[config.mk]
export PLATFORM = sky130hd
export DESIGN_NAME = tx_ctrl
export DESIGN_NICKNAME = d
export VERILOG_FILES = /design/src/rtl/tx_ctrl.sv
export SDC_FILE = /design/constraint.sdc
export NUM_CORES = 1
export LEC_CHECK = 0
export BUFFER_PORTS_ARGS = -buffer_cell sky130_fd_sc_hd__clkbuf_2
export CORE_UTILIZATION = 39
export CTS_CLUSTER_DIAMETER = 50
export DETAILED_ROUTE_END_ITERATION = 10
export MAX_ROUTING_LAYER = met4
export SYNTH_ARGS = -nofsm -noshare
export SYNTH_HDL_FRONTEND = slang
export SYNTH_SLANG_ARGS = --single-unit
[constraint.sdc]
create_clock -name clk -period 5.34 [get_ports clk]
set_input_delay 0.267 -clock clk [delete_from_list [all_inputs] [get_ports clk]]
set_output_delay 0.267 -clock clk [all_outputs]
set_load 0.005 [all_outputs]
[src/rtl/tx_ctrl.sv]
`default_nettype none
// ============================================================================
// Module      : tx_ctrl
// Description : Framed UART (8N1) transmitter. It sends one of four frame
//               types, each made of a control byte and an optional payload:
//                 CONNECT : 0x00
//                 ACK     : 0xFF
//                 SCORE   : 0x01, score[15:8], score[7:0]
//                 MAP     : 0x02, dot[127:120] ... dot[7:0]  (17 bytes)
//               Requests are level-sampled while idle and arbitrated with
//               the priority ACK > CONNECT > SCORE > MAP. The payload is
//               captured on the launch cycle, so later changes to the
//               inputs do not affect the frame being sent. Bytes are sent
//               back to back with no idle gap between them.
//
// Parameters  : CLK_PER_BIT  clock cycles per UART bit (2 or more)
//
// Ports       : clk          system clock, rising edge
//               i_rst_n      asynchronous active-low reset
//               i_req_conn   request CONNECT frame
//               i_req_ack    request ACK frame
//               i_req_score  request SCORE frame
//               i_req_map    request MAP frame
//               i_score      SCORE payload (16 bits)
//               i_dot        MAP payload (128 bits)
//               o_tx         serial line, idle high
//               o_busy       frame in progress
//               o_done       one-cycle pulse on the first idle cycle after
//                            a frame
//               o_byte_idx   index of the byte on the line (0 = control)
//
// Options     : TX_CTRL_PENDING_EN  when defined, requests that arrive
//               while a frame is in flight are remembered per type and
//               served once the transmitter is idle again. When undefined,
//               such requests are dropped and no pending storage exists.
//
// Revision    : 1.0  initial release
// ============================================================================
module tx_ctrl #(
    parameter int CLK_PER_BIT = 434
) (
    input  logic         clk,
    input  logic         i_rst_n,
    input  logic         i_req_conn,
    input  logic         i_req_ack,
    input  logic         i_req_score,
    input  logic         i_req_map,
    input  logic [15:0]  i_score,
    input  logic [127:0] i_dot,
    output logic         o_tx,
    output logic         o_busy,
    output logic         o_done,
    output logic [4:0]   o_byte_idx
);

    // ------------------------------------------------------------------------
    // Constants
    // ------------------------------------------------------------------------
    localparam logic [1:0] ST_IDLE  = 2'd0;
    localparam logic [1:0] ST_START = 2'd1;
    localparam logic [1:0] ST_DATA  = 2'd2;
    localparam logic [1:0] ST_STOP  = 2'd3;

    localparam int                 c_CNT_W    = $clog2(CLK_PER_BIT);
    localparam logic [c_CNT_W-1:0] c_CNT_LAST = c_CNT_W'(CLK_PER_BIT - 1);

    // Request / grant bit positions
    localparam int c_ACK   = 0;
    localparam int c_CONN  = 1;
    localparam int c_SCORE = 2;
    localparam int c_MAP   = 3;

    // ------------------------------------------------------------------------
    // Registers
    // ------------------------------------------------------------------------
    logic [1:0]         r_state;
    logic [c_CNT_W-1:0] r_clk_cnt;
    logic [2:0]         r_bit_cnt;
    logic [4:0]         r_byte_idx;
    logic [4:0]         r_last_idx;
    logic [7:0]         r_shift;
    logic [127:0]       r_snap;
    logic               r_tx;
    logic               r_busy;
    logic               r_done;

    // ------------------------------------------------------------------------
    // Request arbitration
    // ------------------------------------------------------------------------
    logic [3:0] w_req_live;
    logic [3:0] w_req;
    logic [3:0] w_grant;
    logic       w_launch;

    assign w_req_live = {i_req_map, i_req_score, i_req_conn, i_req_ack};

`ifdef TX_CTRL_PENDING_EN
    logic [3:0] r_pend;

    assign w_req = w_req_live | r_pend;

    // A request seen during a frame is remembered; it is cleared only when
    // a frame of that same type actually launches.
    always_ff @(posedge clk or negedge i_rst_n) begin
        if (!i_rst_n) begin
            r_pend <= 4'b0000;
        end else if (w_launch) begin
            r_pend <= r_pend & ~w_grant;
        end else if (r_busy) begin
            r_pend <= r_pend | w_req_live;
        end
    end
`else
    assign w_req = w_req_live;
`endif

    always_comb begin
        w_grant = 4'b0000;
        if (w_req[c_ACK]) begin
            w_grant[c_ACK] = 1'b1;
        end else if (w_req[c_CONN]) begin
            w_grant[c_CONN] = 1'b1;
        end else if (w_req[c_SCORE]) begin
            w_grant[c_SCORE] = 1'b1;
        end else if (w_req[c_MAP]) begin
            w_grant[c_MAP] = 1'b1;
        end
    end

    assign w_launch = (r_state == ST_IDLE) && (|w_req);

    // ------------------------------------------------------------------------
    // Frame description for the granted type. The payload is left-aligned
    // in the snapshot so every following byte is taken from the top.
    // ------------------------------------------------------------------------
    logic [7:0]   w_ctrl_byte;
    logic [4:0]   w_last_idx;
    logic [127:0] w_snap;

    always_comb begin
        w_ctrl_byte = 8'h00;
        w_last_idx  = 5'd0;
        w_snap      = '0;
        if (w_grant[c_ACK]) begin
            w_ctrl_byte = 8'hFF;
        end else if (w_grant[c_SCORE]) begin
            w_ctrl_byte = 8'h01;
            w_last_idx  = 5'd2;
            w_snap      = {i_score, 112'd0};
        end else if (w_grant[c_MAP]) begin
            w_ctrl_byte = 8'h02;
            w_last_idx  = 5'd16;
            w_snap      = i_dot;
        end
    end

    // ------------------------------------------------------------------------
    // Transmit state machine. o_tx is registered, so the start bit appears
    // on the cycle after the launch.
    // ------------------------------------------------------------------------
    logic w_bit_end;

    assign w_bit_end = (r_clk_cnt == c_CNT_LAST);

    always_ff @(posedge clk or negedge i_rst_n) begin
        if (!i_rst_n) begin
            r_state    <= ST_IDLE;
            r_clk_cnt  <= '0;
            r_bit_cnt  <= 3'd0;
            r_byte_idx <= 5'd0;
            r_last_idx <= 5'd0;
            r_shift    <= 8'h00;
            r_snap     <= '0;
            r_tx       <= 1'b1;
            r_busy     <= 1'b0;
            r_done     <= 1'b0;
        end else begin
            r_done <= 1'b0;
            case (r_state)
                ST_IDLE: begin
                    r_clk_cnt  <= '0;
                    r_bit_cnt  <= 3'd0;
                    r_byte_idx <= 5'd0;
                    r_tx       <= 1'b1;
                    if (w_launch) begin
                        r_state    <= ST_START;
                        r_shift    <= w_ctrl_byte;
                        r_last_idx <= w_last_idx;
                        r_snap     <= w_snap;
                        r_tx       <= 1'b0;
                        r_busy     <= 1'b1;
                    end
                end

                ST_START: begin
                    if (w_bit_end) begin
                        r_clk_cnt <= '0;
                        r_bit_cnt <= 3'd0;
                        r_tx      <= r_shift[0];
                        r_state   <= ST_DATA;
                    end else begin
                        r_clk_cnt <= r_clk_cnt + 1'b1;
                    end
                end

                ST_DATA: begin
                    if (w_bit_end) begin
                        r_clk_cnt <= '0;
                        if (r_bit_cnt == 3'd7) begin
                            r_tx    <= 1'b1;
                            r_state <= ST_STOP;
                        end else begin
                            // LSB first: the next bit is the one above the
                            // current line value before the shift.
                            r_bit_cnt <= r_bit_cnt + 3'd1;
                            r_shift   <= {1'b0, r_shift[7:1]};
                            r_tx      <= r_shift[1];
                        end
                    end else begin
                        r_clk_cnt <= r_clk_cnt + 1'b1;
                    end
                end

                ST_STOP: begin
                    if (w_bit_end) begin
                        r_clk_cnt <= '0;
                        if (r_byte_idx == r_last_idx) begin
                            r_state    <= ST_IDLE;
                            r_busy     <= 1'b0;
                            r_done     <= 1'b1;
                            r_byte_idx <= 5'd0;
                            r_tx       <= 1'b1;
                        end else begin
                            // Next byte starts immediately, no idle gap.
                            r_byte_idx <= r_byte_idx + 5'd1;
                            r_shift    <= r_snap[127:120];
                            r_snap     <= {r_snap[119:0], 8'h00};
                            r_tx       <= 1'b0;
                            r_state    <= ST_START;
                        end
                    end else begin
                        r_clk_cnt <= r_clk_cnt + 1'b1;
                    end
                end

                default: begin
                    r_state <= ST_IDLE;
                    r_busy  <= 1'b0;
                    r_tx    <= 1'b1;
                end
            endcase
        end
    end

    assign o_tx       = r_tx;
    assign o_busy     = r_busy;
    assign o_done     = r_done;
    assign o_byte_idx = r_byte_idx;

endmodule
`default_nettype wire

---- Word level (Yosys, flattened, before mapping) ----
Cells that the tools add are included.
cells by class
  muxes and demuxes ....................... 55
  add/subtract/negate cells ............... 3
  reductions and logical operators ........ 15
  equal/unequal tests ..................... 14
operators with widths
  cell                 number
  $mux 128             6
  $pmux 128 s2         1
  $mux 8               6
  $mux 5               5
  $pmux 8 s3           1
  $pmux 9 s2           1
  $mux 1               17
  $mux 2               8
  $ne 2x2->1 const B   8
  $mux 3               4
  $reduce_and 4->1     3
  $pmux 5 s2           1
  $add 9x1->9 const B  1
  $eq 9x9->1 const B   1
  $mux 9               1
  $pmux 3 s3           1
  $pmux 2 s4           1
  $reduce_and 6->1     1
  $reduce_bool 3->1    2
  $add 5x1->5 const B  1
  $eq 5x5->1           1
  $reduce_and 5->1     1
  $eq 2x2->1 const B   2
  $pmux 1 s4           1
  other kinds (11)     12
storage, ports and cells
  register bits after elaboration ......... 163
  output and inout bits ................... 8
  input bits .............................. 150
  logic and storage cells ................. 97

---- Longest topological paths before layout ----
Gate-level depths: netlist (run 1).
  word-level depth ........................ 9
  depth in mapped cells ................... 8
  mapped depth without buffers ............ 6

---- Worst setup path after synthesis (run 1) ----
Ideal clock, no wire load.
  path kind ............................... register to register
  start point ............................. register r_state[0]
  end point ............................... register r_snap[56]
  path slack .............................. 3.355 ns
  buffers on the path ..................... 3
  period minus slack after synthesis ...... 1.985 ns
  setup time .............................. 0.125 ns
  stages on the path, launching flop included .. 9
  data arrival time ....................... 1.860 ns
  data required time ...................... 5.215 ns
  path through ............................ dfrtp_1 inv_1 ha_1 clkbuf_1 nand2_1 nand3_1 buf_4 buf_6 mux2_4
between the ends
  longest elaborated chain between the ends .. 4
  elaborated cells on any way between the ends .. 9
  those cells by class .................... 4 x eq/ne; 1 x mux; 4 x reduce/logical
ends and longest elaborated chain
  what                        RTL line  text
  from (decl)                 76        logic [1:0] r_state;
  from (signal assigned)      167       r_state <= ST_IDLE;
  from (signal assigned)      186       r_state <= ST_START;
  from (signal assigned)      200       r_state <= ST_DATA;
  $logic_not 2->1             130, 179
  $logic_and 1x1->1           130       assign w_launch = (r_state == ST_IDLE) && (|w_req);
  $ne 2x2->1 (no line)        n/a
  $reduce_and 4->1 (no line)  n/a
  to (signal assigned)        189       r_snap <= w_snap;
  to (signal assigned)        237       r_snap <= {r_snap[119:0], 8'h00};
  to (decl)                   82        logic [127:0] r_snap;
Parallel ways exist; a longest one is shown, timed or not.
A chain may end at the register's enable or synchronous reset.

---- Worst setup path in the final report (run 1) ----
  start point ............................. register r_state[1]
  end point ............................... register r_snap[86]
The elaborated chain is that of the path after synthesis.

==> run metrics, run 1 <==
io pins 158; Clock Tree Root clkbuf_16; vias in the first global route 6034; Nets 920; type of origin of the critical path flip-flop; layout cells sized above 1 40.6%; met1 WL 9110 µm; htree depth 4; Cells after DPL between 1000 and 1500; Die X 148 µm; count of cells resized by post-cts repair 0; Final Wtd Congestion 0.798; Layout Area Growth over Synthesis 17.8%; total CTS buffers 17; Lkg Pwr just over 5 nW; core area around 0.021 mm²; antenna violations before repair 0; top post-synthesis cells by area dfrtp_1 (48%), mux2_4 (18%), a22o_1 (13%); Die ar. 0.0220 mm²; Final Hold Viols 0; Hold Path Class in2reg; area leader, netlist dfrtp_1; Final Max Slew Viols 0; power per cell area 489 mW/mm²; vias per cell 5.37; yosys warns 0; syn nets 785; unique cell type count in the Yosys netlist 54; antenna-violating nets left 0; input/output buffers 157; Max IR drop VDD 277 µV; dpl hpwl about 13000 µm; CTS clk-pin slew, worst paths 0.07 ns; Tcrit/Tclk final a little under two thirds; total track usage 18.6%; Synth top area share between 40% and 50%; status finished clean; Adder-Cell Fraction of Synth Area 1.50%; final WL slightly below 20000 µm; CTS max path bufs 2; DR WL met3 907 µm; Residual DRC 0; critical path class reg2reg; first-pass GRT wire length 31100 µm; most frequent cell after synthesis dfrtp_1; maxcap violations 0; #FFs+latches synth 160; die height 148 µm; main combinational cell family by area after synthesis multiplexers; Simple-Gate Fraction of Synth Area 4.59%; Avg Cell Area, Syn 13.3 µm²; sequential fraction of the synthesis area between 40 and 50%; Initial Util 39.7%; Clock Sinks between 150 and 200; via count between 5000 and 6000; number of synthesized flops with an enable pin 0; Post-synth top flop dfrtp_1; proportion of synthesized area in mux cells 22.9%; DR iter-0 viols 296; Worst-Skew Late Latency 0.43 ns; largest net degree at the start of global routing 95; global route overflow 0; most instantiated cells after synthesis dfrtp_1 (159), a22o_1 (120), mux2_4 (102); CP arrival 3.70 ns; Mapped Area 0.00834 mm²; Max FO, Critical Path 50; highest metal used met4; Worst Tran Pin Value 1.00 ns; Avg WL per Cell ~18 µm; CTS tree done; Setup crit end kind flip-flop; wire length on met2 9050 µm; RSZ-0062 raised after global routing no; Slew headroom around 33%; non-filler cells, final 1048; total power draw 0.00481 W; Core Rows 53; asr flop ratio synth 100%; final setup vio count 0; hold slack 0.0610 ns; clock skew between 0.01 and 0.015 ns; maximum clock frequency 294 MHz; First-pass DRT Iterations 8; n_diodes 0; Tmin final between 3 and 4 ns; Compound-Gate Fraction of Synth Area 17.2%; CP required 5.65 ns; Fin Setup TNS 0 ns; Post-Synthesis Cells between 600 and 700; post-synthesis xor/xnor area fraction 0.945%
-- layer usage --
metal | GRT usage [%] | vias up
met3 | 4.02 | 14
met5 | - | -
met2 | 28.5 | 164
met1 | 24.9 | 2817
li1 | - | 2628
met4 | 5.15 | 0
-- stage by stage --
stage	instance area [µm²]	utilization (%)	setup slack [ns]
finish	9830	46.7	1.94
global route	9830	46.7	1.77
CTS	9830	46.7	1.92
detailed placement	9260	44.0	1.95
global placement	9260	44.0	2.05
floorplan	8340	-	3.36
-- kinds of logic (layout without fill, tap and decap cells) --
kind of cell,after synthesis,in the layout
simple gates,67,67
mux,138,138
compound gates,166,166
fa+ha+maj,10,10
buf+inv,75,223
flops,160,160
xor+xnor,9,9
-- worst max-delay path: stages (launching register included) --
cell     delay, ns
dfrtp_1       0.45
ha_4          0.51
inv_2         0.12
o31ai_4       0.35
nand3_4       0.75
buf_4         0.68
mux2_4        0.40
-- final timing paths --
check	start	to	slack, ns	cells past startpoint
max in group asynchronous	i_rst_n	r_snap[30]	3.80	3
max reg2reg	r_state[1]	r_snap[86]	1.94	6
min in group asynchronous	i_rst_n	r_snap[109]	0.29	2
min reg2reg	r_clk_cnt[0]	r_clk_cnt[0]	0.49	1
min	i_dot[4]	r_snap[4]	0.06	3
max	r_state[1]	r_snap[86]	1.94	6
-- report_power, final --
part,total (W),switching [W],internal (W)
logic,0.00177,0.000855,0.000919
registers,0.00187,0.000268,0.00160
clock network,0.00117,0.000543,0.000624
-- flip-flops by register name, summed over array words and instances (netlist names) --
name and flops:
o_byte_idx 5, r_state 2, r_shift 8, r_clk_cnt 9, o_done 1, r_last_idx 2, r_snap 128, o_tx 1
o_busy 1, r_bit_cnt 3
-- layout make-up --
| type | instances | area (µm²) |
|---|---|---|
| clock buffer | 18 | 439 |
| sequential | 160 | 4010 |
| clock inverter | 14 | 121 |
| fill | 1857 | 11200 |
| multi-input combinational | 390 | 3960 |
| timing repair buffer | 165 | 855 |
| inverter | 26 | 97.6 |
| tap | 275 | 344 |
-- cell usage in the layout, fill, tap and decap left out, drive strengths merged, types with 3 or more instances in the layout --
cell      n
a21oi     9
a221o     5
a222oi   10
a22o    120
and2      4
buf       8
clkbuf  174
clkinv    4
dfrtp   159
ha       10
inv      34
mux2    119
mux2i    19
nand2    15
nand2b    3
nand3     8
nand4     3
nor2     18
nor2b     3
nor3      3
o21ai     3
o31ai     4
xnor2     6
xor2      3
-- timing repair --
action,4_1_cts,5_1_grt
hold buffers,1,0
setup endpoints to repair,0,0
buffers inserted,0,0
endpoints found under the hold margin,33,0
Power figures use the tool's default switching activity.
==> inputs of run 2 (changes only) <==
Settings changed: ABC_AREA from default to 1.
Clock period 5.34 ns to 3.3 ns, I/O delays scaled along.
==> run 2 against run 1 <==
Against the previous run: maximum frequency is 53% higher; register-to-register slack worse by 0.87 ns; critical path depth is 2 higher; wire length is 18% higher; via count is 43% higher; worst setup slack worse by 0.87 ns; global-route usage is 2.7 points higher.
==> run metrics, run 2 <==
Tcrit/Tclk final 67.4% (+3.8 points); Gate power share 35.9% (-1.0 points); Cells after DPL 1604 (+58%); RSZ-0062 raised after global routing no; Tmin final 2.22 ns (-1.17 ns); die height 151 µm (+2.1%); Post-synth top flop dfrtp_1; final worst-path setup slack 1.08 ns (-0.868 ns); input/output buffers 157 (unchanged); largest net degree at the start of global routing 129 (+36%); Clock Sinks 160 (unchanged); Most flops, register r_snap; global route overflow 0 (unchanged); Fin Setup TNS 0 ns (unchanged); core area 0.0218 mm² (+3.8%); final setup vio count 0 (unchanged); WP buf/inv 1 (-1); main combinational cell family by area after synthesis simple AND/OR/NAND/NOR gates; Initial Util 39.9% (+0.20 points); htree depth 4 (unchanged); cell at the slowest stage of the critical path dfrtp_1; Max IR drop VDD 532 µV (+92%); Die X 151 µm (+2.1%); Core Rows 54 (+1.9%); type of origin of the critical path flip-flop; proportion of synthesized area in mux cells 0% (-23 points); unique cell type count in the Yosys netlist 31 (-43%); layout cells sized above 1 16.2% (-24 points); total CTS buffers 17 (unchanged); register area 0.00401 mm² (unchanged); yosys warns 0 (unchanged); non-filler cells, final 1637 (+56%); Hold Path Class in2reg; CP max stage delay 0.46 ns (-0.29 ns); most frequent cell after synthesis nand2_1; CTS clk-pin slew, worst paths 0.07 ns (about the same); Seq pwr share 36.7% (-2.1 points); dpl hpwl 14500 µm (+12%); reg2reg end r_shift[3]; post-synthesis xor/xnor area fraction 0.402% (-0.54 points); Top cell by count, worst path nand2_1; area leader, netlist dfrtp_1; Final Hold Viols 0 (unchanged); Final Max Slew Viols 0 (unchanged); Worst-Skew Late Latency 0.43 ns (about the same); Compound-Gate Fraction of Synth Area 1.85% (-15 points); commonest cells after routing, fill and taps aside nand2_1 (714), dfrtp_1 (159), clkbuf_2 (156); Mapped Area 0.00870 mm² (+4.3%); Avg WL per Cell 13.8 µm (-25%); top post-synthesis cells by area dfrtp_1 (46%), nand2_1 (31%), nand3_1 (8.8%); Setup WS pre-CTS 1.09 ns (-0.860 ns); most common cell after layout, fill and taps aside nand2_1; antenna violations before repair 1 (+1); antenna-violating nets left 0 (unchanged); Max FO, Critical Path 12 (-76%); maxcap violations 0 (unchanged); DR iter-0 viols 670 (+130%); max reg flops 128 (unchanged); total power draw 0.00743 W (+55%); cells on worst reg2reg path 8 (+2); Worst Tran Pin Value 0.940 ns (-0.0639 ns); Post-Synthesis Cells 1228 (+96%); crit path capture r_shift[3]; final WL 22600 µm (+18%); critical path class reg2reg; Avg Cell Area, Syn 7.09 µm² (-47%); maximum clock frequency 450 MHz (+53%); syn nets 1388 (+77%); Residual DRC 0 (unchanged); #FFs+latches synth 160 (unchanged); most instantiated cells after synthesis nand2_1 (716), dfrtp_1 (159), nand3_1 (153); CTS max path bufs 2 (unchanged); Synth top area share 45.7% (-2.0 points); status finished clean; Power Internal 0.00437 W (+39%); Simple-Gate Fraction of Synth Area 43.5% (+39 points); clock skew 0.0186 ns (+0.00826 ns); Clock Tree Root clkbuf_16; vias per cell 4.91 (-8.5%); total track usage 21.4% (+2.7 points); Slew headroom 37.3% (+4.3 points); io pins 158 (unchanged); crit-path cells inv_1 -> ha_1 -> or2_2 -> o21ai_2 -> nand2_1 -> nor2_4 -> nand2_1 -> nand2_1; Lkg Pwr 5.86 nW (+15%); multi-input logic area 0.00414 mm² (+4.5%); Net Sw Power 0.00307 W (+84%); CTS tree done; Critical R2R Launch r_state[0]; power per cell area 733 mW/mm² (+50%); first-pass GRT wire length 37400 µm (+20%); vias in the first global route 7483 (+24%); hold slack 0.0296 ns (-0.0314 ns); switching power share of the total 41.3% (+6.6 points); clock share of power 27.4% (+3.1 points); via count 8033 (+43%); Setup crit end kind flip-flop; Adder-Cell Fraction of Synth Area 1.44% (-0.063 points); Die ar. 0.0229 mm² (+4.3%); R2R setup slack 1.08 ns (-0.87 ns); largest registers r_snap (128), r_clk_cnt (9), r_shift (8); Nets 1504 (+63%); number of synthesized flops with an enable pin 0 (unchanged); Final Wtd Congestion 0.860 (+7.7%); Critical Path Start r_state[0]; Layout fillers 2255 (+21%); First-pass DRT Iterations 5 (-3); asr flop ratio synth 100% (unchanged); CP arrival 2.58 ns (-1.12 ns); Layout Area Growth over Synthesis 16.5%; CP required 3.65 ns (-2.00 ns); sequential fraction of the synthesis area 46.0% (-2.0 points); Worst path top cell family by delay simple AND/OR/NAND/NOR gates; Stages on worst setup path 8 (+2)
-- run 2: cell count changes after synthesis, sizes merged, moves of 19 or more --
cell / change
mux2: -119
mux2i: -19
nand2: +702
a22o: -120
o21ai: +20
nand3: +147
buf: +35
-- run 2: layout make-up --
cell class,instances,area share (%)
inverter,25,0.925
clock inverter,13,1.62
antenna,1,0.0247
multi-input combinational,968,40.9
sequential,160,39.5
tap,280,3.45
clock buffer,18,4.33
timing repair buffer,172,9.31
-- run 2: worst min-delay path, stage by stage --
cell      delay (ns)
clkbuf_2        0.08
nand2_1         0.05
nand3b_1        0.09
nand2_1         0.05
-- run 2: what timing repair did --
action | in CTS | in global routing
hold buffers | 1 | 0
gates resized for setup | 0 | 0
buffers inserted | 0 | 0
endpoints found under the hold margin | 91 | 0
-- run 2: how the worst min path moves through the flow --
stage / start / cells past startpoint / slack, ns / to
5_1_grt: i_dot[7] / 4 / 0.04 / r_snap[7]
4_1_cts: i_dot[5] / 4 / 0.03 / r_snap[5]
6_report: i_dot[5] / 4 / 0.03 / r_snap[5]
3_5_place_dp: i_rst_n / 1 / 0.34 / r_clk_cnt[1]
3_3_place_gp: i_rst_n / 1 / 0.34 / r_clk_cnt[0]
2_1_floorplan: i_rst_n / 0 / -0.13 / o_busy
-- run 2: kinds of logic (layout without fill, tap and decap cells) --
kind of cell             count (synthesis)  after routing
AO/OA/AOI/OAI                           29             29
other                                    0              1
AND/OR/NAND/NOR                        925            925
flip-flops                             160            160
XOR/XNOR                                 4              4
adder cells (fa/ha/maj)                 10             10
buffers and inverters                  100            228
-- run 2: per-layer routing --
layer	track usage (%)	vias up	part of all wire, %
li1	-	4083	-
met1	29.8	3728	49
met2	31.9	210	45
met3	3.95	12	5.3
met4	5.55	0	0.89
met5	-	-	0
-- run 2: power groups by stage --
| stage | sequential, W | clock, W | combinational, W |
|---|---|---|---|
| 3_5_place_dp | 0.00275 | 0 | 0.00268 |
| 6_report | 0.00272 | 0.00204 | 0.00267 |
| 4_1_cts | 0.00272 | 0.00208 | 0.00269 |
| 3_3_place_gp | 0.00274 | 0 | 0.00267 |
| 5_1_grt | 0.00278 | 0.00217 | 0.00302 |
| 2_1_floorplan | 0.00267 | 0 | 0.00219 |
-- run 2: per-stage QoR --
| step | utilization, % | cell area [µm²] |
|---|---|---|
| 6_report | 46.5 | 10100 |
| 3_5_place_dp | 43.7 | 9530 |
| 2_1_floorplan | - | 8700 |
| 5_1_grt | 46.5 | 10100 |
| 3_3_place_gp | 43.7 | 9530 |
| 4_1_cts | 46.5 | 10100 |
